## src/rtl/extrema_scanner_if.sv

```systemverilog
// extrema_scanner_if
//   Bundles the DoG BRAM read bus and the keypoint valid/ready stream of the
//   extrema scanner.
//   master : scanner side  (drives dog_address and kp_*, reads dog_data/kp_ready)
//   slave  : memory/consumer side (drives dog_data and kp_ready)
// Signals:
//   dog_address  shared read address for all DoG BRAMs
//   dog_data     NUM_DOG samples, scale s at [s*BIT_DEPTH +: BIT_DEPTH], signed
//   kp_valid/kp_ready  keypoint handshake
//   kp_x, kp_y, kp_scale, kp_is_max  keypoint fields
interface extrema_scanner_if #(
  parameter int BIT_DEPTH = 9,
  parameter int DIMENSION = 64,
  parameter int NUM_DOG   = 2
);
  localparam int ADDR_W  = $clog2(DIMENSION * DIMENSION);
  localparam int COORD_W = $clog2(DIMENSION);
  localparam int SCALE_W = (NUM_DOG > 2) ? $clog2(NUM_DOG) : 1;

  logic [ADDR_W-1:0]            dog_address;
  logic [NUM_DOG*BIT_DEPTH-1:0] dog_data;
  logic                         kp_valid;
  logic                         kp_ready;
  logic [COORD_W-1:0]           kp_x;
  logic [COORD_W-1:0]           kp_y;
  logic [SCALE_W-1:0]           kp_scale;
  logic                         kp_is_max;

  modport master (
    output dog_address,
    input  dog_data,
    output kp_valid,
    input  kp_ready,
    output kp_x,
    output kp_y,
    output kp_scale,
    output kp_is_max
  );

  modport slave (
    input  dog_address,
    output dog_data,
    input  kp_valid,
    output kp_ready,
    input  kp_x,
    input  kp_y,
    input  kp_scale,
    input  kp_is_max
  );
endinterface

```

## src/rtl/extrema_scanner.sv

```systemverilog
// extrema_scanner
//   Scale-space extrema detector for the SIFT DoG stage. Scans NUM_DOG
//   same-size DoG images (parallel BRAMs sharing one read address) in raster
//   order over the interior pixels, compares every centre sample against its
//   3x3x3 neighbourhood (clipped to existing scales) and streams keypoints out.
// Ports:
//   clk     system clock
//   rst_in  asynchronous active-low reset
//   start   one-cycle pulse that begins a scan (ignored unless idle)
//   busy    high while a scan is in progress
//   done    one-cycle pulse at the end of a scan
//   bus     extrema_scanner_if.master: BRAM read bus + keypoint stream
// Build option:
//   EXTREMA_CONTRAST_EN  when defined, a keypoint also needs
//                        |centre| > ABS_CONTRAST_THRESHOLD.
// READ_LATENCY counts from the cycle in which the address register is loaded
// to the cycle in which the matching data is captured.
module extrema_scanner #(
  parameter int BIT_DEPTH              = 9,
  parameter int DIMENSION              = 64,
  parameter int NUM_DOG                = 2,
  parameter int READ_LATENCY           = 2,
  parameter int ABS_CONTRAST_THRESHOLD = 4
) (
  input  logic              clk,
  input  logic              rst_in,
  input  logic              start,
  output logic              busy,
  output logic              done,
  extrema_scanner_if.master bus
);
  localparam int ADDR_W  = $clog2(DIMENSION * DIMENSION);
  localparam int COORD_W = $clog2(DIMENSION);
  localparam int SCALE_W = (NUM_DOG > 2) ? $clog2(NUM_DOG) : 1;
  localparam int CNT_W   = $clog2(READ_LATENCY + 10);

  localparam logic [2:0] S_IDLE    = 3'd0;
  localparam logic [2:0] S_FILL    = 3'd1;
  localparam logic [2:0] S_SHIFT   = 3'd2;
  localparam logic [2:0] S_COMPARE = 3'd3;
  localparam logic [2:0] S_EMIT    = 3'd4;
  localparam logic [2:0] S_ADVANCE = 3'd5;
  localparam logic [2:0] S_FINISH  = 3'd6;

  // Window slot k = row*3 + col, slot 4 is the centre.
  typedef logic [8:0][BIT_DEPTH-1:0] win_t;

  logic [2:0]         state_reg;
  logic [CNT_W-1:0]   cnt_reg;
  logic [COORD_W-1:0] x_reg, y_reg;
  win_t               win_reg [NUM_DOG];
  logic [NUM_DOG-1:0] flags_reg, max_reg;
  logic [ADDR_W-1:0]  dog_address_reg;
  logic               kp_valid_reg, kp_is_max_reg;
  logic [COORD_W-1:0] kp_x_reg, kp_y_reg;
  logic [SCALE_W-1:0] kp_scale_reg;
  logic               busy_reg, done_reg;

  logic [ADDR_W-1:0]  fill_addr, shift_addr;
  logic               cap_en;
  logic [3:0]         cap_slot;
  logic [NUM_DOG-1:0] cand_max, cand_min, cand_any;
  logic [NUM_DOG-1:0] pending, pick_src, max_src;
  logic [SCALE_W-1:0] pick_idx;
  logic               pick_max;

  // Returns {centre > every sample, centre < every sample}; the centre slot
  // is skipped for the scale's own plane.
  function automatic logic [1:0] plane_cmp(input logic signed [BIT_DEPTH-1:0] ctr,
                                           input win_t plane, input logic skip_ctr);
    logic all_gt, all_lt;
    all_gt = 1'b1;
    all_lt = 1'b1;
    for (int k = 0; k < 9; k++) begin
      if (!(skip_ctr && k == 4)) begin
        if (!(ctr > $signed(plane[k]))) all_gt = 1'b0;
        if (!(ctr < $signed(plane[k]))) all_lt = 1'b0;
      end
    end
    return {all_gt, all_lt};
  endfunction

  genvar gi;
  generate
    for (gi = 0; gi < NUM_DOG; gi++) begin : g_scale
      logic signed [BIT_DEPTH-1:0] ctr;
      logic [1:0] own_cmp, lo_cmp, hi_cmp;
      logic       contrast_ok;
      assign ctr     = $signed(win_reg[gi][4]);
      assign own_cmp = plane_cmp(ctr, win_reg[gi], 1'b1);
      if (gi > 0) begin : g_lo
        assign lo_cmp = plane_cmp(ctr, win_reg[gi-1], 1'b0);
      end else begin : g_no_lo
        assign lo_cmp = 2'b11;
      end
      if (gi < NUM_DOG - 1) begin : g_hi
        assign hi_cmp = plane_cmp(ctr, win_reg[gi+1], 1'b0);
      end else begin : g_no_hi
        assign hi_cmp = 2'b11;
      end
`ifdef EXTREMA_CONTRAST_EN
      // One extra bit so |most negative sample| is representable.
      logic signed [BIT_DEPTH:0] ctr_ext, ctr_abs;
      assign ctr_ext     = {ctr[BIT_DEPTH-1], ctr};
      assign ctr_abs     = ctr_ext[BIT_DEPTH] ? -ctr_ext : ctr_ext;
      assign contrast_ok = int'(ctr_abs) > ABS_CONTRAST_THRESHOLD;
`else
      assign contrast_ok = 1'b1;
`endif
      assign cand_max[gi] = own_cmp[1] & lo_cmp[1] & hi_cmp[1] & contrast_ok;
      assign cand_min[gi] = own_cmp[0] & lo_cmp[0] & hi_cmp[0] & contrast_ok;
    end
  endgenerate

`ifndef EXTREMA_CONTRAST_EN
  logic unused_threshold;
  assign unused_threshold = ^ABS_CONTRAST_THRESHOLD;
`endif

  assign cand_any = cand_max | cand_min;

  always_comb begin
    // FILL issues slot cnt (row-major); SHIFT issues rows 0..2 of column x+1
    // during cnt 1..3.
    fill_addr  = ADDR_W'((int'(y_reg) - 1 + int'(cnt_reg) / 3) * DIMENSION
                         + int'(x_reg) - 1 + int'(cnt_reg) % 3);
    shift_addr = ADDR_W'((int'(y_reg) - 2 + int'(cnt_reg)) * DIMENSION + int'(x_reg) + 1);
    cap_en   = 1'b0;
    cap_slot = 4'd0;
    if (state_reg == S_FILL && cnt_reg >= CNT_W'(READ_LATENCY)) begin
      cap_en   = 1'b1;
      cap_slot = 4'(int'(cnt_reg) - READ_LATENCY);
    end
    if (state_reg == S_SHIFT && cnt_reg >= CNT_W'(READ_LATENCY + 1)) begin
      cap_en   = 1'b1;
      cap_slot = 4'((int'(cnt_reg) - 1 - READ_LATENCY) * 3 + 2);
    end
  end

  // Lowest flagged scale: from fresh comparison results in COMPARE, or from
  // the flags still outstanding after the current keypoint in EMIT.
  always_comb begin
    pending  = flags_reg & ~(NUM_DOG'(1) << kp_scale_reg);
    pick_src = (state_reg == S_COMPARE) ? cand_any : pending;
    max_src  = (state_reg == S_COMPARE) ? cand_max : max_reg;
    pick_idx = '0;
    pick_max = 1'b0;
    for (int i = NUM_DOG - 1; i >= 0; i--) begin
      if (pick_src[i]) begin
        pick_idx = SCALE_W'(i);
        pick_max = max_src[i];
      end
    end
  end

  always_ff @(posedge clk or negedge rst_in) begin
    if (!rst_in) begin
      state_reg       <= S_IDLE;
      cnt_reg         <= '0;
      x_reg           <= '0;
      y_reg           <= '0;
      for (int s = 0; s < NUM_DOG; s++) win_reg[s] <= '0;
      flags_reg       <= '0;
      max_reg         <= '0;
      dog_address_reg <= '0;
      kp_valid_reg    <= 1'b0;
      kp_x_reg        <= '0;
      kp_y_reg        <= '0;
      kp_scale_reg    <= '0;
      kp_is_max_reg   <= 1'b0;
      busy_reg        <= 1'b0;
      done_reg        <= 1'b0;
    end else begin
      done_reg <= 1'b0;
      if (cap_en) begin
        for (int s = 0; s < NUM_DOG; s++)
          win_reg[s][cap_slot] <= bus.dog_data[s*BIT_DEPTH +: BIT_DEPTH];
      end
      case (state_reg)
        S_IDLE: begin
          if (start) begin
            x_reg     <= COORD_W'(1);
            y_reg     <= COORD_W'(1);
            cnt_reg   <= '0;
            busy_reg  <= 1'b1;
            state_reg <= S_FILL;
          end
        end
        S_FILL: begin
          if (cnt_reg < CNT_W'(9)) dog_address_reg <= fill_addr;
          if (cnt_reg == CNT_W'(8 + READ_LATENCY)) begin
            cnt_reg   <= '0;
            state_reg <= S_COMPARE;
          end else begin
            cnt_reg <= cnt_reg + CNT_W'(1);
          end
        end
        S_SHIFT: begin
          if (cnt_reg == '0) begin
            for (int s = 0; s < NUM_DOG; s++) begin
              for (int r = 0; r < 3; r++) begin
                win_reg[s][r*3]   <= win_reg[s][r*3+1];
                win_reg[s][r*3+1] <= win_reg[s][r*3+2];
              end
            end
          end
          if (cnt_reg >= CNT_W'(1) && cnt_reg <= CNT_W'(3)) dog_address_reg <= shift_addr;
          if (cnt_reg == CNT_W'(3 + READ_LATENCY)) begin
            cnt_reg   <= '0;
            state_reg <= S_COMPARE;
          end else begin
            cnt_reg <= cnt_reg + CNT_W'(1);
          end
        end
        S_COMPARE: begin
          flags_reg <= cand_any;
          max_reg   <= cand_max;
          if (|cand_any) begin
            kp_valid_reg  <= 1'b1;
            kp_x_reg      <= x_reg;
            kp_y_reg      <= y_reg;
            kp_scale_reg  <= pick_idx;
            kp_is_max_reg <= pick_max;
            state_reg     <= S_EMIT;
          end else begin
            state_reg <= S_ADVANCE;
          end
        end
        S_EMIT: begin
          // kp_valid is always high here; only a handshake moves things on.
          if (bus.kp_ready) begin
            flags_reg <= pending;
            if (|pending) begin
              kp_scale_reg  <= pick_idx;
              kp_is_max_reg <= pick_max;
            end else begin
              kp_valid_reg <= 1'b0;
              state_reg    <= S_ADVANCE;
            end
          end
        end
        S_ADVANCE: begin
          cnt_reg <= '0;
          if (x_reg < COORD_W'(DIMENSION - 2)) begin
            x_reg     <= x_reg + COORD_W'(1);
            state_reg <= S_SHIFT;
          end else if (y_reg < COORD_W'(DIMENSION - 2)) begin
            x_reg     <= COORD_W'(1);
            y_reg     <= y_reg + COORD_W'(1);
            state_reg <= S_FILL;
          end else begin
            // done is visible during FINISH, so a start in that cycle is ignored.
            busy_reg  <= 1'b0;
            done_reg  <= 1'b1;
            state_reg <= S_FINISH;
          end
        end
        S_FINISH: state_reg <= S_IDLE;
        default:  state_reg <= S_IDLE;
      endcase
    end
  end

  assign bus.dog_address = dog_address_reg;
  assign bus.kp_valid    = kp_valid_reg;
  assign bus.kp_x        = kp_x_reg;
  assign bus.kp_y        = kp_y_reg;
  assign bus.kp_scale    = kp_scale_reg;
  assign bus.kp_is_max   = kp_is_max_reg;
  assign busy            = busy_reg;
  assign done            = done_reg;
endmodule

```

## src/flat_wrapper.sv

```systemverilog
// flat-port wrapper written by rule: the top's interface ports become plain ports
module extrema_scanner_flat 
#(
  parameter int BIT_DEPTH              = 9,
  parameter int DIMENSION              = 64,
  parameter int NUM_DOG                = 2,
  parameter int READ_LATENCY           = 2,
  parameter int ABS_CONTRAST_THRESHOLD = 4
)
  (clk, rst_in, start, busy, done, bus_dog_address, bus_dog_data, bus_kp_valid, bus_kp_ready, bus_kp_x, bus_kp_y, bus_kp_scale, bus_kp_is_max);
  extrema_scanner_if #(.BIT_DEPTH(BIT_DEPTH), .DIMENSION(DIMENSION), .NUM_DOG(NUM_DOG)) bus_i ();
  input  logic clk;
  input  logic rst_in;
  input  logic start;
  output logic busy;
  output logic done;
  output wire logic [$bits(bus_i.dog_address)-1:0] bus_dog_address;
  input wire logic [$bits(bus_i.dog_data)-1:0] bus_dog_data;
  output wire logic [$bits(bus_i.kp_valid)-1:0] bus_kp_valid;
  input wire logic [$bits(bus_i.kp_ready)-1:0] bus_kp_ready;
  output wire logic [$bits(bus_i.kp_x)-1:0] bus_kp_x;
  output wire logic [$bits(bus_i.kp_y)-1:0] bus_kp_y;
  output wire logic [$bits(bus_i.kp_scale)-1:0] bus_kp_scale;
  output wire logic [$bits(bus_i.kp_is_max)-1:0] bus_kp_is_max;
  assign bus_dog_address = bus_i.dog_address;
  assign bus_i.dog_data = bus_dog_data;
  assign bus_kp_valid = bus_i.kp_valid;
  assign bus_i.kp_ready = bus_kp_ready;
  assign bus_kp_x = bus_i.kp_x;
  assign bus_kp_y = bus_i.kp_y;
  assign bus_kp_scale = bus_i.kp_scale;
  assign bus_kp_is_max = bus_i.kp_is_max;
  extrema_scanner #(.BIT_DEPTH(BIT_DEPTH), .DIMENSION(DIMENSION), .NUM_DOG(NUM_DOG), .READ_LATENCY(READ_LATENCY), .ABS_CONTRAST_THRESHOLD(ABS_CONTRAST_THRESHOLD)) u_core (.clk(clk), .rst_in(rst_in), .start(start), .busy(busy), .done(done), .bus(bus_i));
endmodule
```

## config.mk

```make
export PLATFORM = sky130hd
export DESIGN_NAME = extrema_scanner_flat
export DESIGN_NICKNAME = d
export VERILOG_FILES = /design/src/rtl/extrema_scanner_if.sv /design/src/rtl/extrema_scanner.sv /design/src/flat_wrapper.sv
export SDC_FILE = /design/constraint.sdc
export NUM_CORES = 1
export LEC_CHECK = 0
export CAP_MARGIN = 10
export CORE_ASPECT_RATIO = 0.75
export CORE_MARGIN = 1
export CORE_UTILIZATION = 59
export CTS_BUF_LIST = sky130_fd_sc_hd__clkbuf_8 sky130_fd_sc_hd__clkbuf_16
export CTS_CLUSTER_SIZE = 40
export DETAILED_ROUTE_END_ITERATION = 6
export PLACE_DENSITY = 0.77
export SYNTH_ARGS = -nofsm -noshare
export SYNTH_HDL_FRONTEND = slang
export SYNTH_SLANG_ARGS = --single-unit
```

## constraint.sdc

```tcl
create_clock -name clk -period 10.6 [get_ports clk]
set_clock_uncertainty 0.1 [all_clocks]
set_input_delay 2.12 -clock clk [delete_from_list [all_inputs] [get_ports clk]]
set_output_delay 2.12 -clock clk [all_outputs]
set_load 0.005 [all_outputs]
```

Yosys cells after proc, flatten, opt, wreduce, memory -nomap -nowiden
Cells that the tools add are included.
Word-level totals
  flip-flop bits (word level): 214
  input bits: 22
  output and inout bits: 29
  logic and storage cells: 317
Operators by class
  eq/ne operators: 20
  $mul: 1
  $add $sub $neg: 16
  multiplexer cells: 139
  reduce and logical (&&, ||, !) cells: 22
  divide/modulo/power cells: 2
  shift operators: 1
  $lt $le $gt $ge: 77
  bitwise logic cells: 7
Operators with widths (number)
  9-bit > comparator: 34
  9-bit less-than comparator: 34
  18-bit two-way mux: 12
  81-bit bitwise mux: 2
  153-bit two-way mux: 1
  1-bit two-way mux: 90
  9-bit demux with 4-bit select: 1
  5-bit by 3-bit divider with 32-bit output, second input constant: 1
  5-bit by 3-bit modulo with 32-bit output, second input constant: 1
  32-bit by 3-bit multiplier with 4-bit output, second input constant: 1
  32-bit by 3-bit subtractor with 32-bit output, second input constant: 1
  6-bit two-way mux: 5
  12-bit by 7-bit adder with 12-bit output: 2
  12-bit two-way mux: 2
  12-bit case mux with 2 select lines: 1
  6-bit case mux with 2 select lines: 2
  3-bit two-way mux: 7
  4-bit two-way mux: 5
  2-bit != test, second input constant: 10
  3-bit case mux with 6 select lines: 1
  4-bit case mux with 4 select lines: 1
  4-bit AND reduction: 4
  12-bit adder: 1
  12-bit by 2-bit adder with 12-bit output, second input constant: 1
  41 further kinds: 65

Depth between registers and ports, before layout
  word-level depth: 18
  mapped depth: 26
  depth with buffers taken out: 26

Least setup slack after synthesis
Ideal clock, no wire load.
  kind: register -> register
  start point: register u_core.cnt_reg[1]
  end point: register u_core.dog_address_reg[11], in the netlist u_core.bus.dog_address[11]
  setup time: 0.121 ns
  path slack: 5.226 ns
  clock period less this slack: 5.374 ns
  path buffers: 0
  cell stages (with the launch flop): 25
  arrival time: 5.153 ns
  data required time: 10.379 ns
  cells stage by stage: dfrtp_1 -> inv_1 -> ha_1 -> nor2_1 -> inv_1 -> ha_1 -> nand2_1 -> a22oi_1 -> nand2_1 -> xnor2_1 -> ha_1 -> nor3_2 -> ha_1 -> inv_1 -> ha_1 -> fa_1 -> inv_1 -> ha_1 -> inv_1 -> ha_1 -> o41ai_1 -> o21a_1 -> o21ai_0 -> nor3b_1 -> o22a_1
On the way
  word-level cells in the longest chain between the ends: 7
  elaborated cells between the ends (all ways): 19
  those cells by class: 7 x add/sub; 2 x div; 3 x order compare; 2 x eq/ne; 3 x mux; 2 x reduce/logical
RTL lines
  start, declared: RTL line extrema_scanner.sv:49  | logic [CNT_W-1:0] cnt_reg;
  start signal, assigned: RTL line extrema_scanner.sv:195  | cnt_reg <= cnt_reg + CNT_W'(1);
  start signal, assigned: RTL line extrema_scanner.sv:212  | cnt_reg <= cnt_reg + CNT_W'(1);
  5-bit by 3-bit divider with 32-bit output: RTL line extrema_scanner.sv:125  | fill_addr = ADDR_W'((int'(y_reg) - 1 + int'(cnt_reg) / 3) * DIMENSION
  6-bit adder: RTL line extrema_scanner.sv:125
  12-bit by 7-bit adder with 12-bit output: RTL line extrema_scanner.sv:126  | + int'(x_reg) - 1 + int'(cnt_reg) % 3);
  12-bit by 2-bit subtractor with 12-bit output: RTL line extrema_scanner.sv:126
  12-bit adder: RTL line extrema_scanner.sv:126
  12-bit two-way mux: RTL line extrema_scanner.sv:190  | if (cnt_reg < CNT_W'(9)) dog_address_reg <= fill_addr;
  12-bit case mux with 2 select lines: RTL line extrema_scanner.sv:179  | case (state_reg)
  end signal, assigned: RTL line extrema_scanner.sv:190
  end signal, assigned: RTL line extrema_scanner.sv:207  | if (cnt_reg >= CNT_W'(1) && cnt_reg <= CNT_W'(3)) dog_address_reg <= shift_addr;
  end, declared: RTL line extrema_scanner.sv:53  | logic [ADDR_W-1:0] dog_address_reg;
Parallel ways exist; a longest one is shown, timed or not. The select of a mux whose other input is x is not followed.
A chain may end at the register's enable or synchronous reset.

Worst setup path after layout
Same ends and word-level chain as after synthesis.

==> results.md <==
| Parameter | This run |
|:---|:---|
| Hold_ws | 0.375 ns |
| RR Endpoint | u_core.bus.dog_address[11] |
| Buffer type at the clock tree root | sky130_fd_sc_hd__clkbuf_16 |
| Hold_buf cts | 0 |
| Via count of the first global-routing pass | 15700 |
| Pre-Repair DR Iteration Count | 5 |
| Total clock buffers created by CTS | 24 |
| Die Outline Area | 32900 sq um |
| Total chip power | 7.78 mW |
| Aggregate routed wire length | 57800 microns |
| Share of the clock period used by the worst path after layout | 61.9% |
| Average cell area after synthesis | 8.91 sq um |
| Number of buffers on the longest clock path | 3 |
| Cell row count | 56 |
| Cell class contributing the biggest share of worst-path delay | compound AO/OA/AOI/OAI gates |
| Number of antenna violations at the first check in global routing | 1 |
| Average vias per placed instance | 6.41 |
| Total count of hold-check failures in the final report | 0 |
| Cells after DPL | 2544 |
| Non-filler instance count after layout | 2583 |
| Cells resized by post-CTS repair | 0 |
| Cell depth of the worst flop-to-flop path | 24 |
| Termination of the worst setup path | u_core.bus.dog_address[11] |
| CP max FO | 10 |
| Slew Limit Headroom | 22.3% |
| Dominant synthesized flop cell | sky130_fd_sc_hd__dfrtp_1 |
| Total I/O pin count | 51 |
| Crit-path max cell delay | 0.54 ns |
| Number of vias in the routed layout | 16600 |
| Number of max-slew violations in the final report | 0 |
| Post-synthesis register bit count | 214 |
| Slack of the critical path | 4.04 ns |
| Ys Warns | 0 |
| Launch point of the worst reg-to-reg path | u_core.cnt_reg[1] |
| Total grt overflow | 0 |
| Kind of start point of the critical path | flop |
| Area growth from synthesis to layout | 8.78% |
| PD cells | 377 nW/um^2 |
| DIE WIDTH | 209 microns |
| Post-route minimum period | 6.56 ns |
| Final setup violation count | 0 |
| H-Tree Depth | 1 |
| All-Layer GR Usage | 35.4% |
| Number of buffers inserted by post-CTS setup repair | 0 |
| Clock Pin Slew Worst Setup and Hold Paths | 0.06 ns |
| Slew @ Worst Pin | 1.14 ns |
| Floorplan Core Area | 31500 sq um |
| Total negative setup slack | 0 ns |
| Crit path from | u_core.cnt_reg[1] |
| Achievable clock frequency | 0.152 GHz |
| Antenna violation net count after detailed routing | 0 |
| Required time at the endpoint of the critical path | 10.92 ns |
| Flip-flop count of the largest register, all copies and words added | 144 |
| Register-to-register setup slack | 4.04 ns |
| Count of input and output buffers | 50 |
| Final core utilization | 65.6% |
| Number of violations of the max-capacitance limit | 0 |
| Critical path buffer and inverter count | 3 |
| Run status | complete, no violations |
| Sequential area share after synthesis | 28.2% |
| Placer's final routability congestion estimate | 0.993 |
| Slowest cell on crit path | sky130_fd_sc_hd__a22oi_1 |
| Post-Synthesis Cell Area | 19000 sq um |
| Number of antenna repair diodes | 0 |
| Post-route cell area | 20600 sq um |
| Number of DRC markers after the initial detailed-route iteration | 1871 |
| Starting density of the core | 60.3% |
| Count of flip-flops with a built-in enable after synthesis | 0 |
| Worst setup slack before clock tree synthesis | 4.21 ns |
| Worst-skew pair later-pin latency | 0.55 ns |
| Clock tree from TritonCTS | done |
| Most common cell type on the critical path | sky130_fd_sc_hd__ha_1 |
| Fraction of registers with async set or reset after synthesis | 100% |
| Unrepaired setup endpoints after global routing | no |
| Total DRC errors in the routed layout | 0 |
| Net count after synthesis | 2509 |
| Sequence of cells on the critical path | inv_1 > ha_1 > nor2_1 > inv_1 > ha_1 > nand2_1 > a22o_1 > a22oi_1 > nand4_1 > nor3_2 > mux2i_1 > ha_1 > inv_1 > ha_1 > fa_1 > a21oi_1 > nor2_1 > nor2_1 > o21ai_0 > o41ai_1 > o21a_1 > o21ai_0 > nor3b_1 > o22a_1 |
| Leakage | 10.2 nW |
| Pin count of the biggest net entering global routing | 217 |
| Worst Path Arrival | 6.88 ns |
| Endpoint type of the worst setup path | flop |
| Number of logic stages on the critical path including buffering | 24 |
| Post-DP Area | 19900 sq um |
| NumNets Final | 2542 |
| Fraction of final layout cells with drive strength greater than 1 | 6.43% |
| VDD IR max | 0.000380 V |
| Path class of the lowest-slack min-delay path | flop to flop |
| Vertical die dimension | 157 microns |
| Number of distinct library cells after synthesis | 83 |
| Syn Inst Count | 2131 |
| Average wire per standard cell | 22.4 microns |
| First-pass GRT wire length | 89900 microns |
| Sink Count | 214 |
| Category of the critical setup timing path | flop to flop |
| Detailed placer's ending HPWL | 42700 microns |
how the worst min path moves through the flow:
stage | from | to | slack, ns | cells past startpoint
floorplan | u_core.max_reg[1] | u_core.max_reg[1] | 0.34 | 2
global placement | u_core.max_reg[1] | u_core.max_reg[1] | 0.36 | 2
detailed placement | u_core.max_reg[1] | u_core.max_reg[1] | 0.36 | 2
CTS | u_core.max_reg[1] | u_core.max_reg[1] | 0.38 | 2
global route | u_core.max_reg[1] | u_core.max_reg[1] | 0.40 | 2
finish | u_core.max_reg[1] | u_core.max_reg[1] | 0.38 | 2
per-layer routing:
| layer | vias up | part of all wire (%) | wire (microns) | global-route usage [%] |
|---|---|---|---|---|
| li1 | 7730 | - | - | - |
| met1 | 7992 | 47 | 27000 | 52.9 |
| met2 | 737 | 40 | 23300 | 51.1 |
| met3 | 93 | 11 | 6150 | 7.94 |
| met4 | 0 | 2.3 | 1310 | 8.44 |
| met5 | - | 0 | 0 | 0 |
cells in the mapped netlist, drive strengths merged, types with 26 or more instances:
cell	instances	share of area, %
nor3	36	1.0
nand3	52	1.4
o21ai	79	2.1
ha	353	23
mux2	54	3.4
mux2i	121	6.4
xnor2	26	1.2
clkbuf	54	1.1
nand4	40	1.3
nor2	200	4.0
nand2b	31	1.0
a21oi	195	5.1
dfrtp	214	28
inv	224	4.4
nand2	126	2.5
final cells by class:
cell class              count  area (sq um)
multi-input cells        1620         12500
fillers                  2584         10800
flip-flops and latches    214          5360
inverters                 225           845
repair buffers             79           736
clock buffers              29           681
well taps                 406           508
clock inverters            10          56.3
worst register-to-register path, delay by kind of cell, from the launching register on:
family	cells	cell delay [ns]
compound gates	8	2.10
fa+ha+maj	5	1.57
flops	1	0.52
mux	1	0.19
simple gates	7	1.56
buf+inv	3	0.42
report_power, final:
| group | total (mW) | switching (mW) | internal, mW |
|---|---|---|---|
| clock | 0.811 | 0.359 | 0.452 |
| sequential | 1.44 | 0.302 | 1.14 |
| combinational | 5.53 | 3.16 | 2.37 |
| total | 7.78 | 3.82 | 3.96 |
cells by family (layout without fill, tap and decap cells):
| kind of cell | count (synthesis) | in the layout | synth area share, % |
|---|---|---|---|
| AND/OR/NAND/NOR | 591 | 591 | 15.5 |
| XOR/XNOR | 38 | 38 | 1.75 |
| adder cells (fa/ha/maj) | 356 | 356 | 23.6 |
| AO/OA/AOI/OAI | 460 | 460 | 15.1 |
| buffers and inverters | 297 | 343 | 6.14 |
| flip-flops | 214 | 214 | 28.2 |
| multiplexers | 175 | 175 | 9.76 |
placed cells by master (no fill, tap or decap), drive strengths merged, types with 10 or more instances in the layout:
cell	count
or3	13
buf	30
mux2i	121
nand2b	31
clkbuf	29
o31ai	10
nand3	52
a31oi	20
o21ai	79
clkdlybuf4s50	49
mux2	54
a22o	10
o21a	11
o41ai	12
a21oi	195
nor2	200
ha	353
nor4	15
xor2	12
nand4	40
a211o	10
a211oi	20
a21o	24
nor3	36
inv	228
nand2	126
nor2b	14
and4	11
o211ai	16
dfrtp	214
xnor2	26
nand3b	12
Note: power is estimated with default switching activity, not from simulation.
